**src/rtl/pcw_pkg.sv**
```systemverilog
// Shared types and defaults for the pixel/CPU video memory arbiter.
package pcw_pkg;

    typedef enum logic [1:0] {
        IDLE   = 2'd0,
        VID    = 2'd1,
        CPU_RD = 2'd2,
        CPU_WR = 2'd3
    } arb_state_e;

    localparam int unsigned STARVE_MAX_DEF = 3;

    function automatic logic is_cpu_state(input arb_state_e st);
        return (st == CPU_RD) || (st == CPU_WR);
    endfunction

endpackage

```
**src/rtl/video_mem_arbiter.sv**
```systemverilog
// Shares one synchronous-read RAM between a strobed video fetcher and a level-handshake CPU port.
// state_q owns the current address cycle; phase_q owns the overlapping data phase.
module video_mem_arbiter
    import pcw_pkg::*;
#(
    parameter int unsigned STARVE_MAX = STARVE_MAX_DEF,
    parameter int unsigned AW         = 17
) (
    input  logic          clk_sys,
    input  logic          reset,

    input  logic          vid_req,
    input  logic [AW-1:0] vid_addr,
    output logic          vid_valid,
    output logic [7:0]    vid_data,

    input  logic          cpu_req,
    input  logic          cpu_we,
    input  logic [AW-1:0] cpu_addr,
    input  logic [7:0]    cpu_wdata,
    output logic          cpu_ack,
    output logic [7:0]    cpu_rdata,
    output logic          cpu_wait,

    output logic [AW-1:0] ram_addr,
    output logic          ram_we,
    output logic [7:0]    ram_wdata,
    input  logic [7:0]    ram_rdata
);

    localparam int unsigned SW = (STARVE_MAX < 1) ? 1 : $clog2(STARVE_MAX + 1);
    localparam logic [SW-1:0] StarveLim = SW'(STARVE_MAX);

    arb_state_e    state_q, state_d;
    arb_state_e    phase_q;
    logic          vid_pend_q, vid_pend_d;
    logic [AW-1:0] vid_addr_q, vid_addr_d;
    logic [SW-1:0] starve_q, starve_d;
    logic [AW-1:0] ram_addr_q, ram_addr_d;
    logic          ram_we_q, ram_we_d;
    logic [7:0]    ram_wdata_q, ram_wdata_d;
    logic [7:0]    vid_data_q;
    logic [7:0]    cpu_rdata_q;

    logic          vid_any;
    logic [AW-1:0] vid_cur_addr;
    logic          cpu_elig;
    logic          vid_strobe;
    logic          cpu_strobe;
    logic          rd_strobe;

    // A fresh strobe counts as pending this cycle and overrides any older address.
    always_comb begin
        vid_any      = vid_pend_q | vid_req;
        vid_cur_addr = vid_req ? vid_addr : vid_addr_q;
        // The CPU is not eligible again until the cycle after its ack.
        cpu_elig     = cpu_req & ~is_cpu_state(state_q) & ~is_cpu_state(phase_q);
    end

    always_comb begin
        state_d = IDLE;
        if (vid_any && (starve_q < StarveLim)) begin
            state_d = VID;
        end else if (cpu_elig) begin
            state_d = cpu_we ? CPU_WR : CPU_RD;
        end else if (vid_any) begin
            state_d = VID;
        end
    end

    always_comb begin
        ram_addr_d  = '0;
        ram_we_d    = 1'b0;
        ram_wdata_d = '0;
        case (state_d)
            VID: begin
                ram_addr_d = vid_cur_addr;
            end
            CPU_RD: begin
                ram_addr_d = cpu_addr;
            end
            CPU_WR: begin
                ram_addr_d  = cpu_addr;
                ram_we_d    = 1'b1;
                ram_wdata_d = cpu_wdata;
            end
            default: begin
            end
        endcase
    end

    always_comb begin
        vid_pend_d = vid_any & (state_d != VID);
        vid_addr_d = vid_cur_addr;

        if (!cpu_req || is_cpu_state(state_d)) begin
            starve_d = '0;
        end else if ((state_d == VID) && (starve_q < StarveLim)) begin
            starve_d = starve_q + SW'(1);
        end else begin
            starve_d = starve_q;
        end
    end

    // Data-phase strobes are gated by reset so an interrupted access never completes.
    always_comb begin
        vid_strobe = (phase_q == VID) & ~reset;
        cpu_strobe = is_cpu_state(phase_q) & ~reset;
        rd_strobe  = (phase_q == CPU_RD) & ~reset;

        vid_valid  = vid_strobe;
        vid_data   = vid_strobe ? ram_rdata : vid_data_q;
        cpu_ack    = cpu_strobe;
        cpu_rdata  = rd_strobe ? ram_rdata : cpu_rdata_q;
        cpu_wait   = cpu_req & ~cpu_strobe;

        ram_addr   = ram_addr_q;
        ram_we     = ram_we_q & ~reset;
        ram_wdata  = ram_wdata_q;
    end

    always_ff @(posedge clk_sys) begin
        if (reset) begin
            state_q     <= IDLE;
            phase_q     <= IDLE;
            vid_pend_q  <= 1'b0;
            vid_addr_q  <= '0;
            starve_q    <= '0;
            ram_addr_q  <= '0;
            ram_we_q    <= 1'b0;
            ram_wdata_q <= '0;
            vid_data_q  <= 8'h00;
            cpu_rdata_q <= 8'h00;
        end else begin
            state_q     <= state_d;
            phase_q     <= state_q;
            vid_pend_q  <= vid_pend_d;
            vid_addr_q  <= vid_addr_d;
            starve_q    <= starve_d;
            ram_addr_q  <= ram_addr_d;
            ram_we_q    <= ram_we_d;
            ram_wdata_q <= ram_wdata_d;
            vid_data_q  <= vid_data;
            cpu_rdata_q <= cpu_rdata;
        end
    end

endmodule

```
**config.mk**
```make
export PLATFORM = sky130hd
export DESIGN_NAME = video_mem_arbiter
export DESIGN_NICKNAME = d
export VERILOG_FILES = /design/src/rtl/pcw_pkg.sv /design/src/rtl/video_mem_arbiter.sv
export SDC_FILE = /design/constraint.sdc
export NUM_CORES = 1
export LEC_CHECK = 0
export CAP_MARGIN = 20
export CORE_ASPECT_RATIO = 1.25
export CORE_MARGIN = 2
export CORE_UTILIZATION = 45
export DETAILED_ROUTE_END_ITERATION = 6
export GPL_TIMING_DRIVEN = 1
export HOLD_SLACK_MARGIN = 0.03
export PLACE_DENSITY = 0.87
export SLEW_MARGIN = 20
export SYNTH_ARGS = -nofsm -noshare
export SYNTH_HDL_FRONTEND = slang
export SYNTH_SLANG_ARGS = --single-unit
```
**constraint.sdc**
```tcl
create_clock -name clk_sys -period 2.49 [get_ports clk_sys]
set_input_delay 0.498 -clock clk_sys [delete_from_list [all_inputs] [get_ports clk_sys]]
set_output_delay 0.498 -clock clk_sys [all_outputs]
set_load 0.02 [all_outputs]
```
==> results of run 1 <==
## worst max-delay path, delay by kind of cell
family,cells,cell delay [ns]
multiplexers,1,0.35
AND/OR/NAND/NOR,1,0.24
buffers and inverters,3,0.82
## through the flow
stage / instance area [um^2] / instances
floorplan: 2377 / 197
global placement: 3415 / 354
detailed placement: 3415 / 354
CTS: 3637 / 371
global route: 3641 / 371
finish: 3641 / 371
## synth_stat cells
master    count
buf_2         1
o21bai_1      1
and2_1       16
mux2i_1      17
nand2_1       1
nand3_1       2
ha_1          1
buf_6         2
buf_8         1
and3_1        1
clkbuf_1      3
mux2_2       16
o22a_1        1
nor3b_1       1
nor3b_4       1
nor2b_1       5
nor4b_4       1
or2_2         2
inv_2         1
dfxtp_1      66
nand2_2       1
nor3b_2       8
nor2_1       20
a22o_1       17
nand3b_1      1
buf_4         3
nor2_2        1
and4bb_2      1
a21oi_1       2
or3b_1        1
inv_1         2
## per-layer routing
layer / global-route usage (%) / routed length (um) / vias up
li1: - / - / 891
met1: 21.18 / 2193 / 845
met2: 34.09 / 2794 / 70
met3: 4.869 / 328 / 9
met4: 9.091 / 103 / 0
met5: 0 / 0 / -
## area by class of cell
type / instances / area [um^2] / share of cell area [%]
sequential: 66 / 1323 / 36.32
timing repair buffer: 106 / 1030 / 28.28
multi-input combinational: 118 / 973.4 / 26.74
clock buffer: 10 / 137.6 / 3.780
clock inverter: 6 / 88.84 / 2.440
tap: 62 / 77.57 / 2.131
inverter: 3 / 11.26 / 0.3093
## logic make-up after synthesis
family | after synthesis
simple gates | 63
fa+ha+maj | 1
compound gates | 21
mux | 33
buf+inv | 13
flops | 66
## timing repair
item                                    CTS  global route
gates cloned                              1             0
gates resized for setup                  21             2
pin swaps                                 1             1
endpoints found under the setup margin   20            10
## power by group
group / internal, mW / total [mW] / switching [mW]
Sequential: 1.10 / 1.11 / 0.0146
Clock: 0.592 / 0.998 / 0.406
Combinational: 0.173 / 0.301 / 0.128
## cell usage in the layout, fill, tap and decap left out, drive strengths merged
master and n:
a21oi 2, a22o 17, and2 16, and3 1, and4bb 1, buf 7, bufinv 2, clkbuf 10
clkdlybuf4s50 81, clkinv 1, clkinvlp 2, dfxtp 66, dlygate4sd2 17, dlymetal6s2s 1, ha 1, inv 4
mux2 16, mux2i 17, nand2 2, nand3 2, nand3b 1, nor2 21, nor2b 5, nor3b 10
nor4b 1, o21bai 1, o22a 1, or2 2, or3b 1
## worst max-delay path by stage
stage	startpoint	endpoint	slack [ns]	cells after the start
6_report	reset	vid_data[6]	0.07	5
3_5_place_dp	reset	vid_data[6]	-0.31	5
5_1_grt	reset	vid_data[4]	0.02	5
3_3_place_gp	reset	vid_data[5]	-0.28	5
4_1_cts	phase_q[1]$_SDFF_PP0_	cpu_rdata[0]	0.05	4
2_1_floorplan	reset	vid_data[0]	0.53	4
## registers in the layout, indices dropped and copies added, names as in the netlist, 2 cells and up
register	count
ram_addr	17
vid_addr_q	17
cpu_rdata_q	8
ram_wdata	8
vid_data_q	8
phase_q	2
starve_q	2
state_q	2
==> summary.txt, run 1 <==
Status
  – Status: finished, final reports clean

Worst setup path
  – Reg2reg start: starve_q[0]$_SDFFE_PP0P_
  – Crit-path most repeated cell: dlygate4sd2_1
  – Critical path arrival: roughly 1.9 ns
  – Critical path's slowest cell: mux2_2
  – Worst setup SP type: primary input
  – CP max FO: 5
  – CP max stage delay: between 0.3 and 0.4 ns
  – Critical path class: in -> out
  – R2R setup slack: between 0.7 and 0.8 ns
  – Reg2reg end: ram_addr[2]$_SDFF_PP0_
  – Critical path, cell by cell: dlygate4sd2_1 -> nor3b_2 -> buf_4 -> mux2_2 -> dlygate4sd2_1
  – Nature of the critical path endpoint: output pin
  – Critical Path RT: roughly 2.0 ns
  – Worst reg-to-reg path cell count: 4

Yosys
  – Seq cells post-synth: 66
  – Post-Syn Area: 0.002377 mm^2
  – Mux contribution to synthesized area: roughly 15%
  – Unique masters post-synth: 31
  – Area share of and/or/nand/nor cells after synthesis: 18.11%
  – Seq/Total Area, Yosys: between 50% and 60%
  – Synth warn: 0
  – Main combinational cell family by area after synthesis: simple AND/OR/NAND/NOR gates
  – Synth Area in Compound Gates: under 10%
  – Synth area leaders: dfxtp_1 56%, mux2_2 7.6%, mux2i_1 7.2%
  – Syn nets: between 200 and 300
  – Syn_area_per_cell: approximately 12 um^2
  – Largest area contributor in the netlist: dfxtp_1
  – Post-Synth XOR/XNOR Area: 0%
  – Synth top area share: between 50 and 60%
  – Post-synthesis adder-cell area fraction: 0.5263%
  – Post-Synthesis Cells: slightly below 200

Timing
  – Final WS setup: approximately 0.075 ns
  – Rel. slew slack: 51.84%
  – Fmax: approximately 410 MHz
  – Slew @ Worst Pin: 0.7216 ns
  – Period utilization: a little over nine tenths
  – Final hold violation count: 0
  – Hold Slack: approximately 0.45 ns
  – Fin Clk Skew: between 0.008 and 0.009 ns
  – Unrepaired setup endpoints after global routing: false
  – Slew Viols, Final: 0
  – Final Setup Violations: 0
  – Fin crit period: approximately 2.4 ns
  – Final setup TNS: 0 ns

Place
  – GP Congestion: about 0.76
  – Worst slack, placed: -0.3132 ns
  – # port buffers: between 90 and 100
  – Post-DP HPWL: between 3000 and 4000 um

Global route
  – Initial antenna violation count: 0
  – Grt ovf: 0
  – First-pass GRT wire length: 8894 um
  – GR Util All Layers: 19.13%
  – Largest net degree at the start of global routing: 25
  – Vias in the first global route: around 1900

Clock tree
  – Root buf cell: clkbuf_8
  – Max Root-Sink Buffers: 2
  – Clk_lat worst skew: 0.34 ns
  – Num CTS Buffers: 9
  – H-tree levels: 3
  – Post-CTS Setup Bufs: 0
  – Clock slew at reported path FFs: around 0.07 ns
  – CTS Hold Buffers Added: 0
  – Total clock sinks: 66
  – CTS tree: built

Cells and area
  – Final Core Density: between 70% and 80%
  – Area Growth Syn to Fin: 53.16%
  – Antenna Cells: 0
  – Nets: 360
  – # fillers: between 300 and 400
  – Share of cells above drive strength 1: 18.45%

Hold path
  – Min-Delay Endpoint: phase_q[0]$_SDFF_PP0_
  – Worst Hold Depth: 1
  – Hold Crit Start: state_q[0]$_SDFF_PP0_
  – Min-delay worst type: reg -> reg

Drt
  – Via count: between 1500 and 2000
  – Initial DRT Pass Iterations: 4
  – Routed wire per std cell: between 10 and 15 um
  – Via-per-instance ratio: between 4 and 5
  – Iteration-0 DRC Markers: 42
  – Total Routed Length: 5421 um
  – DRC violations left: 0
  – Number of routed nets with antenna violations: 0

Job
  – Max Cap Viol: 0

Power and ir drop
  – Overall power: 2.413 mW
  – Power density over the cells: between 600 and 700 mW/mm^2
  – Leak Pwr: between 1.5 and 2 nW
  – VDD IR max: 0.3709 mV

Floorplanning
  – Row count: 29
  – Initial Util: a little under half
  – Die area: just under 0.006 mm^2
  – Core region area: approximately 0.0051 mm^2
  – Die Y: 85.26 um
  – Die X: 69.01 um
  – IO Pins: 100
No activity file was read; power rests on OpenSTA's default activity.
==> run 2: changes to the inputs <==
--- a/config.mk
+++ b/config.mk
@@ -9,10 +9,12 @@
 export CORE_ASPECT_RATIO = 1.25
 export CORE_MARGIN = 2
 export CORE_UTILIZATION = 45
+export CTS_CLUSTER_SIZE = 8
 export DETAILED_ROUTE_END_ITERATION = 6
 export GPL_TIMING_DRIVEN = 1
 export HOLD_SLACK_MARGIN = 0.03
 export PLACE_DENSITY = 0.87
+export SETUP_SLACK_MARGIN = 0.2
 export SLEW_MARGIN = 20
 export SYNTH_ARGS = -nofsm -noshare
 export SYNTH_HDL_FRONTEND = slang
==> run 2 against run 1 <==
Net effect: setup slack better by 0.17 ns; highest routed layer unchanged; maximum frequency grew 7.5%; critical path type is now reg -> out; routed wire length is 1.2% higher; total power rose by 0.17%.
==> summary.txt, run 2 (same netlist as run 1, synthesis figures left out) <==
Drt
  – Initial DRT Pass Iterations: 4
  – Routed wire per std cell: roughly 15 um
  – Number of routed nets with antenna violations: 0
  – Via-per-instance ratio: about 5
  – DRC violations left: 0
  – Via count: about 1800
  – Total Routed Length: between 5000 and 6000 um
  – Iteration-0 DRC Markers: 55

Cells and area
  – Final Instance Area: roughly 0.0036 mm^2
  – # fillers: 385
  – Most frequent cells in the layout: 78 x clkdlybuf4s50_1, 64 x dfxtp_1, 20 x nor2_1
  – Antenna Cells: 0
  – Commonest non-fill, non-tap cell in the layout: clkdlybuf4s50_1
  – Finished Layout Cells: approximately 370
  – Share of cells above drive strength 1: roughly a quarter
  – Nets: 361
  – Area Growth Syn to Fin: 51.79%

Clock tree
  – Max Root-Sink Buffers: 2
  – CTS tree: built
  – Total clock sinks: 66
  – H-tree levels: 3
  – Clk_lat worst skew: around 0.34 ns
  – Root buf cell: clkbuf_8
  – CTS Hold Buffers Added: 0
  – Num CTS Buffers: 9
  – Clock slew at reported path FFs: 0.07 ns

Place
  – Worst slack, placed: -0.3132 ns
  – Post-DP Area: roughly 0.0034 mm^2
  – Placed cells: ~350
  – Post-DP HPWL: between 3000 and 4000 um
  – GP Congestion: 0.7569
  – # port buffers: 99

Power and ir drop
  – VDD IR max: approximately 0.37 mV
  – Leak Pwr: ~1.5 nW
  – Power density over the cells: ~670 mW/mm^2
  – Overall power: approximately 2.4 mW

Worst setup path
  – Worst setup SP type: flip-flop
  – CP max FO: 8
  – Critical path class: reg -> out
  – Critical Path RT: 1.99 ns
  – Critical path arrival: about 1.8 ns
  – Nature of the critical path endpoint: output pin

Timing
  – Slew Viols, Final: 0
  – Final WS setup: between 0.2 and 0.25 ns
  – Rel. slew slack: between 50% and 60%
  – Fmax: 445.2 MHz
  – Hold Slack: 0.4438 ns
  – Slew @ Worst Pin: around 0.72 ns
  – Final hold violation count: 0
  – Fin crit period: between 2 and 2.5 ns
  – Period utilization: approximately nine tenths
  – Final Setup Violations: 0
  – Fin Clk Skew: 0.009641 ns
  – Unrepaired setup endpoints after global routing: true

Global route
  – Grt ovf: 0
  – Initial antenna violation count: 0
  – First-pass GRT wire length: 8963 um
  – GR Util All Layers: 19.43%
  – Vias in the first global route: ~1900
  – Largest net degree at the start of global routing: 25

Job
  – Max Cap Viol: 0

Floorplanning
  – Die area: just under 0.006 mm^2
  – IO Pins: 100
  – Die Y: 85.26 um
  – Die X: 69.01 um
  – Core region area: roughly 0.005 mm^2
  – Initial Util: a little under half
  – Row count: 29

Hold path
  – Min-delay worst type: reg -> reg

Status
  – Status: finished, final reports clean
-- run 2: cell types whose count changed in the layout (fill, tap and decap cells not counted), sizes merged --
cell | previous run | this run
dlygate4sd2 | 17 | 4
dlymetal6s2s | 1 | 0
clkdlybuf4s15 | 0 | 3
clkdlybuf4s50 | 81 | 78
buf | 7 | 15
clkbuf | 10 | 17
-- run 2: repair_timing --
| action | in CTS | in global routing |
|---|---|---|
| pin swaps | 1 | 1 |
| cloned | 1 | 0 |
| buffers inserted | 0 | 1 |
| endpoints found under the setup margin | 20 | 16 |
| resized for setup | 59 | 11 |
-- run 2: layout make-up --
class                           instances  area [um^2]  area share, %
Multi-Input combinational cell        118        979.7          27.15
Timing Repair Buffer                  107        987.2          27.36
Clock inverter                          6        88.84          2.462
Clock buffer                           10        137.6          3.814
Sequential cell                        66         1326          36.75
Inverter                                3        11.26         0.3121
Tap cell                               62        77.57          2.150
-- run 2: worst max-delay path: stages (launching register included) --
cell and delay (ns):
dfxtp_4 0.40, nor3b_4 0.21, buf_6 0.16, mux2_2 0.35, clkdlybuf4s15_1 0.29
-- run 2: final timing paths --
path | startpoint | to | slack, ns | cells after the start
min reg2reg | state_q[0]$_SDFF_PP0_ | phase_q[0]$_SDFF_PP0_ | 0.44 | 1
min | state_q[0]$_SDFF_PP0_ | phase_q[0]$_SDFF_PP0_ | 0.44 | 1
max | phase_q[1]$_SDFF_PP0_ | cpu_rdata[1] | 0.24 | 4
max reg2reg | starve_q[0]$_SDFFE_PP0P_ | ram_addr[2]$_SDFF_PP0_ | 0.77 | 4
-- run 2: through the flow --
step / utilization [%] / TNS, ns
2_1_floorplan: - / 0
3_3_place_gp: 67.22 / -4.355
3_5_place_dp: 67.22 / -4.780
4_1_cts: 71.35 / 0
5_1_grt: 71.03 / 0
6_report: 71.03 / 0
-- run 2: layer usage --
| layer | share of wire (%) | GRT usage, % | up-vias |
|---|---|---|---|
| li1 | - | - | 896 |
| met1 | 40 | 21.25 | 847 |
| met2 | 52 | 34.53 | 69 |
| met3 | 6.0 | 4.869 | 10 |
| met4 | 2.1 | 10.16 | 0 |
| met5 | 0 | 0 | - |
-- run 2: report_power, final --
| group | leakage, nW | internal, mW | switching [mW] |
|---|---|---|---|
| sequential | 0.541 | 1.10 | 0.0150 |
| clock | 0.109 | 0.592 | 0.411 |
| combinational | 0.890 | 0.171 | 0.128 |
| total | 1.54 | 1.86 | 0.555 |
